`config.mk`:
```
export PLATFORM = sky130hd
export DESIGN_NAME = alu_sequencer_flat
export DESIGN_NICKNAME = d
export VERILOG_FILES = /design/src/rtl/alu_sequencer_pkg.sv /design/src/rtl/alu_sequencer_if.sv /design/src/rtl/seq_regfile.sv /design/src/rtl/alu_sequencer.sv /design/src/flat_wrapper.sv
export SDC_FILE = /design/constraint.sdc
export NUM_CORES = 1
export LEC_CHECK = 0
export CAP_MARGIN = 20
export CORE_ASPECT_RATIO = 1.2
export CORE_MARGIN = 2
export CORE_UTILIZATION = 60
export DETAILED_ROUTE_END_ITERATION = 8
export GPL_ROUTABILITY_DRIVEN = 0
export GPL_TIMING_DRIVEN = 0
export PLACE_DENSITY = 0.84
export SLEW_MARGIN = 40
export SYNTH_ARGS = -nofsm -noshare
export SYNTH_HDL_FRONTEND = slang
export SYNTH_SLANG_ARGS = --single-unit
export TNS_END_PERCENT = 50
```
`constraint.sdc`:
```
create_clock -name clock -period 3.7 [get_ports clock]
set_clock_uncertainty 0.15 [all_clocks]
set_input_delay 0.74 -clock clock [delete_from_list [all_inputs] [get_ports clock]]
set_output_delay 0.74 -clock clock [all_outputs]
set_load 0.03 [all_outputs]
```
`src/rtl/alu_sequencer_pkg.sv`:
```
// Shared definitions for the ALU sequencer: opcodes, FSM states, instruction fields.
// Latency: n/a (declarations only).
// Backpressure: n/a.
package alu_sequencer_pkg;

   // Opcodes 0-7 write R[ra]; 8-13 are compares that update the flag pair.
   localparam logic [5:0] OP_ADD    = 6'd0;
   localparam logic [5:0] OP_SUB    = 6'd1;
   localparam logic [5:0] OP_AND    = 6'd2;
   localparam logic [5:0] OP_OR     = 6'd3;
   localparam logic [5:0] OP_XOR    = 6'd4;
   localparam logic [5:0] OP_LDI    = 6'd5;
   localparam logic [5:0] OP_SHL    = 6'd6;
   localparam logic [5:0] OP_SHR    = 6'd7;
   localparam logic [5:0] OP_CMPEQ  = 6'd8;
   localparam logic [5:0] OP_CMPNE  = 6'd9;
   localparam logic [5:0] OP_CMPLT  = 6'd10;
   localparam logic [5:0] OP_CMPGE  = 6'd11;
   localparam logic [5:0] OP_CMPLTU = 6'd12;
   localparam logic [5:0] OP_CMPGEU = 6'd13;
   localparam logic [5:0] OP_JMP    = 6'd14;
   localparam logic [5:0] OP_JMPF   = 6'd15;
   localparam logic [5:0] OP_HALT   = 6'd63;

   // Instruction word field positions.
   localparam int OP_MSB  = 31;
   localparam int OP_LSB  = 26;
   localparam int RA_MSB  = 25;
   localparam int RA_LSB  = 22;
   localparam int RB_MSB  = 21;
   localparam int RB_LSB  = 18;
   localparam int HL_BIT  = 17;
   localparam int VAL_MSB = 15;
   localparam int VAL_LSB = 0;

   typedef enum logic [2:0] {
      ST_IDLE,
      ST_FETCH,
      ST_DECODE,
      ST_EXECUTE,
      ST_WRITEBACK,
      ST_HALT
   } state_t;

   function automatic logic op_writes_reg(input logic [5:0] op);
      return op <= OP_SHR;
   endfunction

   function automatic logic op_is_compare(input logic [5:0] op);
      return (op >= OP_CMPEQ) && (op <= OP_CMPGEU);
   endfunction

   function automatic logic op_is_illegal(input logic [5:0] op);
      return (op > OP_JMPF) && (op < OP_HALT);
   endfunction

endpackage

```
`src/rtl/alu_sequencer_if.sv`:
```
// Bundle of instruction-fetch, ALU and status signals between the sequencer and its environment.
// Latency: n/a (wiring only).
// Backpressure: fetch is held by withholding imem_ack; ALU side has none.
// master = sequencer (drives imem_req/addr, alu_* operands, status); slave = memory + ALU.
interface alu_sequencer_if;
   logic        imem_req;
   logic [31:0] imem_addr;
   logic        imem_ack;
   logic [31:0] imem_data;

   logic [5:0]  alu_instr;
   logic [31:0] alu_a;
   logic [31:0] alu_b;
   logic [31:0] alu_reg8;
   logic [15:0] alu_value;
   logic        alu_highlow;
   logic        alu_f1;
   logic        alu_f2;

   logic [31:0] alu_c;
   logic [31:0] alu_naddr;
   logic        alu_addrch;
   logic        alu_f3;

   logic        halted;
   logic        illegal;
   logic        timeout;

   modport master (
      output imem_req, imem_addr,
      input  imem_ack, imem_data,
      output alu_instr, alu_a, alu_b, alu_reg8, alu_value, alu_highlow, alu_f1, alu_f2,
      input  alu_c, alu_naddr, alu_addrch, alu_f3,
      output halted, illegal, timeout
   );

   modport slave (
      input  imem_req, imem_addr,
      output imem_ack, imem_data,
      input  alu_instr, alu_a, alu_b, alu_reg8, alu_value, alu_highlow, alu_f1, alu_f2,
      output alu_c, alu_naddr, alu_addrch, alu_f3,
      input  halted, illegal, timeout
   );
endinterface

```
`src/rtl/seq_regfile.sv`:
```
// 16x32 register file: two combinational read ports, one synchronous write port, R[8] tap.
// Latency: reads 0 cycles, write visible after the clock edge.
// Backpressure: none.
// Ports: clock, reset_n (async clear), raddr_a/rdata_a, raddr_b/rdata_b, we/waddr/wdata, reg8.
module seq_regfile (
   input  logic        clock,
   input  logic        reset_n,
   input  logic [3:0]  raddr_a,
   output logic [31:0] rdata_a,
   input  logic [3:0]  raddr_b,
   output logic [31:0] rdata_b,
   input  logic        we,
   input  logic [3:0]  waddr,
   input  logic [31:0] wdata,
   output logic [31:0] reg8
);
   logic [31:0] regs [16];

   always_ff @(posedge clock or negedge reset_n) begin
      if (!reset_n) begin
         for (int i = 0; i < 16; i++) begin
            regs[i] <= '0;
         end
      end else if (we) begin
         regs[waddr] <= wdata;
      end
   end

   assign rdata_a = regs[raddr_a];
   assign rdata_b = regs[raddr_b];
   assign reg8    = regs[8];
endmodule

```
`src/rtl/alu_sequencer.sv`:
```
// Fetch/decode/execute/writeback sequencer driving an external ALU from a 16-entry register file.
// Latency: 4 cycles per instruction with zero-wait fetch; each withheld imem_ack adds one cycle.
// Backpressure: FETCH holds imem_req/imem_addr until imem_ack; aborts to HALT after WAIT_LIMIT cycles.
// Ports: clock, reset_n (async active-low), bus (alu_sequencer_if.master: imem_*, alu_*, halted/illegal/timeout).
module alu_sequencer
   import alu_sequencer_pkg::*;
#(
   parameter logic [31:0] RESET_PC   = 32'h0000_0000,
   parameter int unsigned WAIT_LIMIT = 255
) (
   input logic                clock,
   input logic                reset_n,
   alu_sequencer_if.master    bus
);
   state_t      state;
   logic [31:0] pc;
   logic [31:0] pc_next;
   logic [31:0] wait_cnt;

   // Fields of the fetched word, captured on imem_ack.
   logic [5:0]  ir_op;
   logic [3:0]  ir_ra;
   logic [3:0]  ir_rb;
   logic        ir_hl;
   logic [15:0] ir_val;

   // ALU results sampled at the end of EXECUTE; WRITEBACK only uses these.
   logic [31:0] ex_c;
   logic [31:0] ex_naddr;
   logic        ex_addrch;
   logic        ex_f3;

   logic [31:0] rd_a;
   logic [31:0] rd_b;
   logic [31:0] rd_8;
   logic        rf_we;

   seq_regfile u_regfile (
      .clock   (clock),
      .reset_n (reset_n),
      .raddr_a (ir_ra),
      .rdata_a (rd_a),
      .raddr_b (ir_rb),
      .rdata_b (rd_b),
      .we      (rf_we),
      .waddr   (ir_ra),
      .wdata   (ex_c),
      .reg8    (rd_8)
   );

   assign rf_we = (state == ST_WRITEBACK) && op_writes_reg(ir_op);

   // Illegal opcodes always fall through; JMP ignores the ALU's taken bit.
   always_comb begin
      pc_next = pc + 32'd4;
      if (ir_op == OP_JMP) begin
         pc_next = ex_naddr;
      end else if (!op_is_illegal(ir_op) && ex_addrch) begin
         pc_next = ex_naddr;
      end
   end

   always_ff @(posedge clock or negedge reset_n) begin
      if (!reset_n) begin
         state           <= ST_IDLE;
         pc              <= RESET_PC;
         wait_cnt        <= '0;
         ir_op           <= '0;
         ir_ra           <= '0;
         ir_rb           <= '0;
         ir_hl           <= 1'b0;
         ir_val          <= '0;
         ex_c            <= '0;
         ex_naddr        <= '0;
         ex_addrch       <= 1'b0;
         ex_f3           <= 1'b0;
         bus.imem_req    <= 1'b0;
         bus.imem_addr   <= '0;
         bus.alu_instr   <= '0;
         bus.alu_a       <= '0;
         bus.alu_b       <= '0;
         bus.alu_reg8    <= '0;
         bus.alu_value   <= '0;
         bus.alu_highlow <= 1'b0;
         bus.alu_f1      <= 1'b0;
         bus.alu_f2      <= 1'b0;
         bus.halted      <= 1'b0;
         bus.illegal     <= 1'b0;
         bus.timeout     <= 1'b0;
      end else begin
         case (state)
            ST_IDLE: begin
               state         <= ST_FETCH;
               bus.imem_req  <= 1'b1;
               bus.imem_addr <= pc;
               wait_cnt      <= '0;
            end
            ST_FETCH: begin
               // An ack in the last allowed cycle still wins over the abort.
               if (bus.imem_ack) begin
                  ir_op        <= bus.imem_data[OP_MSB:OP_LSB];
                  ir_ra        <= bus.imem_data[RA_MSB:RA_LSB];
                  ir_rb        <= bus.imem_data[RB_MSB:RB_LSB];
                  ir_hl        <= bus.imem_data[HL_BIT];
                  ir_val       <= bus.imem_data[VAL_MSB:VAL_LSB];
                  bus.imem_req <= 1'b0;
                  state        <= ST_DECODE;
               end else if (wait_cnt == WAIT_LIMIT - 32'd1) begin
                  bus.timeout  <= 1'b1;
                  bus.halted   <= 1'b1;
                  bus.imem_req <= 1'b0;
                  state        <= ST_HALT;
               end else begin
                  wait_cnt <= wait_cnt + 32'd1;
               end
            end
            ST_DECODE: begin
               bus.alu_instr   <= ir_op;
               bus.alu_a       <= rd_a;
               bus.alu_b       <= rd_b;
               bus.alu_reg8    <= rd_8;
               bus.alu_value   <= ir_val;
               bus.alu_highlow <= ir_hl;
               if (ir_op == OP_HALT) begin
                  bus.halted <= 1'b1;
                  state      <= ST_HALT;
               end else begin
                  state <= ST_EXECUTE;
               end
            end
            ST_EXECUTE: begin
               ex_c      <= bus.alu_c;
               ex_naddr  <= bus.alu_naddr;
               ex_addrch <= bus.alu_addrch;
               ex_f3     <= bus.alu_f3;
               state     <= ST_WRITEBACK;
            end
            ST_WRITEBACK: begin
               // Register write happens in the regfile on this same edge via rf_we.
               if (op_is_compare(ir_op)) begin
                  bus.alu_f2 <= bus.alu_f1;
                  bus.alu_f1 <= ex_f3;
               end
               if (op_is_illegal(ir_op)) begin
                  bus.illegal <= 1'b1;
               end
               pc            <= pc_next;
               bus.imem_addr <= pc_next;
               bus.imem_req  <= 1'b1;
               wait_cnt      <= '0;
               state         <= ST_FETCH;
            end
            ST_HALT: begin
               state <= ST_HALT;
            end
            default: begin
               state <= ST_IDLE;
            end
         endcase
      end
   end
endmodule

```
`src/flat_wrapper.sv`:
```
// flat-port wrapper written by rule: the top's interface ports become plain ports
module alu_sequencer_flat import alu_sequencer_pkg::*;
#(
   parameter logic [31:0] RESET_PC   = 32'h0000_0000,
   parameter int unsigned WAIT_LIMIT = 255
)
  (clock, reset_n, bus_imem_req, bus_imem_addr, bus_imem_ack, bus_imem_data, bus_alu_instr, bus_alu_a, bus_alu_b, bus_alu_reg8, bus_alu_value, bus_alu_highlow, bus_alu_f1, bus_alu_f2, bus_alu_c, bus_alu_naddr, bus_alu_addrch, bus_alu_f3, bus_halted, bus_illegal, bus_timeout);
  alu_sequencer_if bus_i ();
  input logic clock;
  input logic reset_n;
  output wire logic [$bits(bus_i.imem_req)-1:0] bus_imem_req;
  output wire logic [$bits(bus_i.imem_addr)-1:0] bus_imem_addr;
  input wire logic [$bits(bus_i.imem_ack)-1:0] bus_imem_ack;
  input wire logic [$bits(bus_i.imem_data)-1:0] bus_imem_data;
  output wire logic [$bits(bus_i.alu_instr)-1:0] bus_alu_instr;
  output wire logic [$bits(bus_i.alu_a)-1:0] bus_alu_a;
  output wire logic [$bits(bus_i.alu_b)-1:0] bus_alu_b;
  output wire logic [$bits(bus_i.alu_reg8)-1:0] bus_alu_reg8;
  output wire logic [$bits(bus_i.alu_value)-1:0] bus_alu_value;
  output wire logic [$bits(bus_i.alu_highlow)-1:0] bus_alu_highlow;
  output wire logic [$bits(bus_i.alu_f1)-1:0] bus_alu_f1;
  output wire logic [$bits(bus_i.alu_f2)-1:0] bus_alu_f2;
  input wire logic [$bits(bus_i.alu_c)-1:0] bus_alu_c;
  input wire logic [$bits(bus_i.alu_naddr)-1:0] bus_alu_naddr;
  input wire logic [$bits(bus_i.alu_addrch)-1:0] bus_alu_addrch;
  input wire logic [$bits(bus_i.alu_f3)-1:0] bus_alu_f3;
  output wire logic [$bits(bus_i.halted)-1:0] bus_halted;
  output wire logic [$bits(bus_i.illegal)-1:0] bus_illegal;
  output wire logic [$bits(bus_i.timeout)-1:0] bus_timeout;
  assign bus_imem_req = bus_i.imem_req;
  assign bus_imem_addr = bus_i.imem_addr;
  assign bus_i.imem_ack = bus_imem_ack;
  assign bus_i.imem_data = bus_imem_data;
  assign bus_alu_instr = bus_i.alu_instr;
  assign bus_alu_a = bus_i.alu_a;
  assign bus_alu_b = bus_i.alu_b;
  assign bus_alu_reg8 = bus_i.alu_reg8;
  assign bus_alu_value = bus_i.alu_value;
  assign bus_alu_highlow = bus_i.alu_highlow;
  assign bus_alu_f1 = bus_i.alu_f1;
  assign bus_alu_f2 = bus_i.alu_f2;
  assign bus_i.alu_c = bus_alu_c;
  assign bus_i.alu_naddr = bus_alu_naddr;
  assign bus_i.alu_addrch = bus_alu_addrch;
  assign bus_i.alu_f3 = bus_alu_f3;
  assign bus_halted = bus_i.halted;
  assign bus_illegal = bus_i.illegal;
  assign bus_timeout = bus_i.timeout;
  alu_sequencer #(.RESET_PC(RESET_PC), .WAIT_LIMIT(WAIT_LIMIT)) u_core (.clock(clock), .reset_n(reset_n), .bus(bus_i));
endmodule
```
Yosys cells after proc, flatten, opt, wreduce, memory -nomap -nowiden
Cells that the tools add are included.

storage, ports and cells
  bits of input ports = 101
  output and inout bits = 157
  flip-flop bits (word level) = 833
  logic and storage cells = 111

cells by class
  add/sub/neg operators = 2
  reduce and logical (&&, ||, !) cells = 18
  multiplexer cells = 26
  equal/unequal tests = 13
  magnitude comparators = 8
  bitwise operators = 3

operators by type and width
  operator                                                           count
  bitwise mux 512 bit                                                1
  2-to-1 mux 32 bit                                                  9
  binary-select mux 32 bit (select 4 bit)                            2
  demux 32 bit (select 4 bit)                                        1
  one-hot mux 32 bit (2 select lines)                                2
  adder 32 x 1 -> 32 bit, second input constant                      1
  adder 32 x 3 -> 32 bit, second input constant                      1
  equality test 32 x 8 -> 1 bit, second input constant               1
  one-hot mux 3 bit (5 select lines)                                 1
  greater-or-equal comparator 5 bit, second input constant           2
  inverter 4 -> 5 bit                                                2
  2-to-1 mux 3 bit                                                   3
  AND reduction 2 bit                                                4
  equality test 3 x 2 -> 1 bit, second input constant                2
  equality test 3 bit, second input constant                         2
  equality test 6 x 4 -> 1 bit, second input constant                1
  equality test 6 bit, second input constant                         1
  greater-or-equal comparator 6 x 4 -> 1 bit, second input constant  1
  greater-than comparator 6 x 4 -> 1 bit, second input constant      1
  <= comparator 6 x 3 -> 1 bit, second input constant                1
  <= comparator 6 x 4 -> 1 bit, second input constant                1
  less-than comparator 6 bit, second input constant                  1
  AND reduction 3 bit                                                2
  nonzero test 2 bit                                                 3
  other kinds (13)                                                   24

Longest topological paths before layout
  depth after elaboration = 7
  mapped depth = 10
  mapped depth without buffers = 8

By module
From an unflattened synthesis, not the netlist that was laid out.

unflattened totals
  cell total of the unflattened synthesis = 2802
  area, all modules = 40553.9 µm²

by module, submodules not included
  module         cells an instance  instances  sequential area each (µm²)  area each (µm²)
  seq_regfile    1707               1          12812.3                     26698.1
  alu_sequencer  1095               1          8032.7                      13855.8

Worst setup path before layout
Ideal clock, no wire load.

  path kind = input -> register
  start = in bus_imem_ack
  end = reg u_core.wait_cnt[22]
  data required time = 3.472 ns
  arrival = 2.524 ns
  slack = 0.948 ns
  cell stages on the path = 6
  setup time = 0.078 ns
  path buffers = 1
  cell sequence = or4b_4 > buf_6 > a2111oi_4 > o311ai_4 > or3_1 > a21oi_1

on the way
  word-level cells in the longest chain between the ends = 2

RTL lines
  what                           RTL line              text
  from (decl)                    flat_wrapper.sv:13    input wire logic [$bits(bus_i.imem_ack)-1:0] bus_imem_ack;
  != test 2 bit (no line)        -
  AND reduction 3 bit (no line)  -
  to (signal assigned)           alu_sequencer.sv:114  wait_cnt <= wait_cnt + 32'd1;
  to (decl)                      alu_sequencer.sv:18   logic [31:0] wait_cnt;

No other way between the ends.
A chain may end at the register's enable or synchronous reset.

Final worst setup path
  start = reg u_core.ir_ra[1]
  end = reg u_core.bus.alu_a[18]

on the way
  word-level cells in the longest chain between the ends = 4

RTL lines
  what                                                  RTL line                text
  from (decl)                                           alu_sequencer.sv:22     logic [3:0] ir_ra;
  from (signal assigned)                                alu_sequencer.sv:102    ir_ra <= bus.imem_data[RA_MSB:RA_LSB];
  inverter 4 -> 5 bit (not written as such)             seq_regfile.sv:29       assign rdata_a = regs[raddr_a];
  binary-select mux 32 bit (select 4 bit)               seq_regfile.sv:29
  2-to-1 mux 32 bit (not written as such) (2 in a row)  seq_regfile.sv:29
  to (signal assigned)                                  alu_sequencer.sv:119    bus.alu_a <= rd_a;
  to (decl)                                             alu_sequencer_if.sv:32  output alu_instr, alu_a, alu_b, alu_reg8, alu_value, alu_highlow, alu_f1, alu_f2,

No other way between the ends. The select of a mux whose other input is x is not followed.

==> run summary <==
The run finished with clean final reports. For the setup TNS, the log shows 0 ns. The worst register-to-register path has a depth of 6.

The number of enable-type register cells in the synthesized netlist came out at 0. The fraction of power spent switching nets came out at 36.9%. Summed over all instances, the cell type with the most area after synthesis is dfrtp_1. The clock sink count is 833, and the register bit count reported by yosys is 833. The worst setup path is captured at a flop. Overall power consumption: 36.5 mW. Entering global routing, the biggest net connects 124 pins. For this configuration, the core starts out at a cell density of 60.8%. Summing all flip-flop and latch instances after layout gives 20,800 um2. The global-route met2 utilization came out at 55.1%. The number of placed instances, taps included, is 3,752. During synthesis, Yosys emitted a total of 0 warnings. The slew at the pin closest to its max-slew limit was 0.953 ns; the area added between synthesis and finish was 17.1%. Dividing the detail-routed wire length by the instance count gives 28.8 um. In this run, the number of DRC markers left after iteration 0 of detailed routing was 2,550. The detailed-route wire length was 112,000 um; the die area was 69,000 um2. Together, buffers and inverters on the worst path number 3. The run gives 71.2% as the final core utilization. The first-pass GRT wire length came out at 171,000 um. Of the cells placed in the final design, the portion with a size suffix greater than 1 is 44.6%. The worst slew margin relative to its limit was 36.4%. The initial antenna violation count is 1, and the floorplan die height is 287 um.

Number of distinct library cells after synthesis: 63. Counting along the longest clock path gives a buffer depth of 3. Setup repair after global routing left no endpoint under its margin. When the netlist entered floorplanning its net count stood at 2,701. The number of detailed-routing iterations run before antenna repair is 9, and the footprint of the multi-input gates is 18,400 um2. The tools report the sort of element at the start of the critical path as a flop. The share of total power dissipated in sequential elements is 37.2%.

The run gives 0.65 ns as the clock latency on the worst-skew pair. The most common cell after layout, fill and taps aside is dfrtp_1. Via count of the first global-routing pass: 28,200. Derived from the worst setup path, the maximum achievable clock frequency is 275 MHz. Across the VDD grid, the largest voltage drop is 0.000493 V.

The setup-violating endpoint count in the final report was 0; the final critical-path required period was 3.64 ns. The final-report max-slew violation count is 0, and the I/O pin total is 258. Quantity of I/O buffers inserted on ports: 256.

The highest cell delay on the worst timing path came out at 0.74 ns. The internal power of the cells totals 23.0 mW. The tools report the placeable core region as 66,000 um2. The largest fanout on the critical path came out at 10. The largest individual stage delay along the critical path comes from the cell clkbuf_1. The number of instances on the worst hold path is 2, and the synthesized area per cell is 15.5 um2. For the overall track demand over capacity in global routing, the log shows 33.4%. Total grt overflow: 0.

For this run, the register share of the synthesized area comes to 52.0%. Global routing consumed, on the met3 layer, 7.16% of the routing resources. The number of placement rows is 103. In the routed design, unresolved DRC markers number 0. The worst hold path belongs to the class reg -> reg.

The cell count after synthesis came out at 2,597. The critical path is of the reg -> reg type. The logs give 83 for the number of buffers added by the clock tree synthesis step and 0 for the number of antenna diodes. Summed over all nets, the half-perimeter wirelength after detailed placement is 76,500 um. The endpoint identified for the worst register-to-register timing path is u_core.bus.alu_a[18]. In this run the most critical hold path is launched from u_core.bus.imem_addr[18].

The tool flagged a number of max-cap violations equal to 0. After clock tree synthesis, the clock-pin slew on the worst setup and hold paths is 0.07 ns. Combinational cells account for 38.7% of the total power. The share of the synthesized area in the top cell type was 52.0%; the data arrival time of the critical path was 4.01 ns. The startpoint identified for the worst register-to-register timing path is u_core.ir_ra[1].

In the layout the commonest cells are dfrtp_1, mux2_2, mux4_2. The filler cells instantiated in the layout total 4,191. After detailed routing, the number of vias per cell comes to 6.73.

TritonCTS built the clock tree. In this run the power spent charging and discharging nets is 13.5 mW. Counting stages on the worst path, the most repeated cell is clkbuf_1. The leakage power of the design is 21.0 nW, and the power per unit of standard cell area is 778 nW/um2. The most used flip-flop cell after synthesis is dfrtp_1. The portion of total power attributed to the clock network is 24.2%, and the count of vias placed by the detailed router is 26,300. For the worst setup path, the data required time is 4.07 ns.

The signal on the critical path passes through clkbuf_1, clkbuf_1, clkbuf_1, mux4_2, mux4_2, mux2_2. The final layout contains 3,050 nets. Of the available clock period, the critical path in the final layout requires 98.4%. The floorplan step set the die width to 240 um.

The worst hold path terminates at u_core.bus.imem_addr[18]. The final hold violation count was 0. Counting flops with an async set or reset pin after synthesis yields a share of 100%. The H-tree depth was 3; the met1 track utilization from global routing was 41.9%. For the count of nets left with antenna violations after detail routing, the log shows 0. For the final cell count without fillers, the log shows 3,905.

Cell type group with the largest total delay on the critical path: buffers and inverters. In this run the most used layer during global routing was met2. The tree is rooted in a clkbuf_16. The tools report the total setup buffers inserted after CTS as 0. For flop-to-flop paths, the worst setup slack is 0.06 ns.

The combined area of all synthesized cells is 40,100 um2. Sorting the synthesized cells by area gives the leading types as dfrtp_1, mux2_2, mux4_2, clkbuf_1, buf_2.
==> synthesized netlist by cell type (12+ instances only) <==
master    number
nor2_1        80
a21oi_1       35
nor3_1        15
nand3_1       37
mux2_2       742
dfrtp_1      833
buf_1         27
nand4_1       23
clkbuf_1     124
buf_2         66
inv_1         13
nor4_1        12
o21ai_0       44
mux4_2       320
xnor2_1       23
nand2_1       64
==> how the worst max path moves through the flow <==
stage                                from                 endpoint  slack (ns)  cells past startpoint
after floorplan              bus_imem_ack      u_core.wait_cnt[22]        0.95                      6
after global placement            reset_n  u_core.bus.alu_reg8[22]      -32.82                      1
after detailed placement  u_core.ir_ra[1]      u_core.bus.alu_a[6]        0.16                      6
after CTS                 u_core.ir_ra[1]      u_core.bus.alu_a[8]         0.1                      6
after global routing      u_core.state[2]          u_core.ex_c[24]        0.06                      6
final                     u_core.ir_ra[1]     u_core.bus.alu_a[18]        0.06                      6
==> state kept, by name (all words and copies together) (netlist names), 32 cells and up <==
register               flops
u_core.bus.imem_addr      32
u_core.u_regfile.reg8     32
u_core.wait_cnt           32
u_core.bus.alu_reg8       32
u_core.ex_naddr           32
u_core.pc                 32
u_core.bus.alu_b          32
u_core.bus.alu_a          32
u_core.ex_c               32
u_core.u_regfile.regs    480
==> stage by stage <==
step                      hold WS [ns]  area [um2]  worst slack (ns)
after CTS                        0.341       47000            0.0999
after floorplan                  0.294       40100             0.948
after detailed placement         0.314       44100             0.158
after global placement           0.295       43800            -32.82
final                            0.341       47000            0.0581
after global routing             0.365       47000            0.0580
==> cells by family after synthesis <==
logic type / count (synthesis) / share of synthesized area (%)
AOI/OAI and AO/OA: 131 / 2.08
xor gates and xnor gates: 34 / 0.742
adders and majority gates: 3 / 0.0936
buffers and inverters: 232 / 2.39
DFF: 833 / 52.0
muxes: 1070 / 39.0
and+or+nand+nor: 294 / 3.74
==> tightest hold or removal path, cell delays in order (launching register included) <==
cell     delay [ns]
dfrtp_1        0.35
nand2_1        0.05
o21ai_0        0.06
==> area by class of cell <==
cell class                      instances  area share [%]
Clock buffer                          120            5.28
Sequential cell                       833            44.4
Timing Repair Buffer                  264            5.92
Inverter                               14           0.112
Tap cell                              892            2.38
Clock inverter                         32           0.807
Multi-Input combinational cell       1532            39.1
Buffer                                218            2.07
==> metal layers <==
| metal | vias up | wire (um) |
|---|---|---|
| li1 | 10600 | - |
| met1 | 13900 | 40500 |
| met2 | 1428 | 55900 |
| met3 | 394 | 9570 |
| met4 | 2 | 6400 |
| met5 | - | 13 |
==> power by group through the flow <==
stage | Combinational [mW] | Clock (mW) | Sequential, mW
finish | 14.1 | 8.83 | 13.6
global route | 14.8 | 9.31 | 13.8
CTS | 14.1 | 8.89 | 13.5
detailed placement | 14.0 | 0 | 13.6
global placement | 13.5 | 0 | 13.4
floorplan | 7.97 | 0 | 14.2
==> what timing repair did <==
action                    in CTS  in global routing
gates resized for setup        0                  0
hold endpoints to repair     114                  0
hold buffers                   1                  0
No activity file was read; power rests on OpenSTA's default activity.
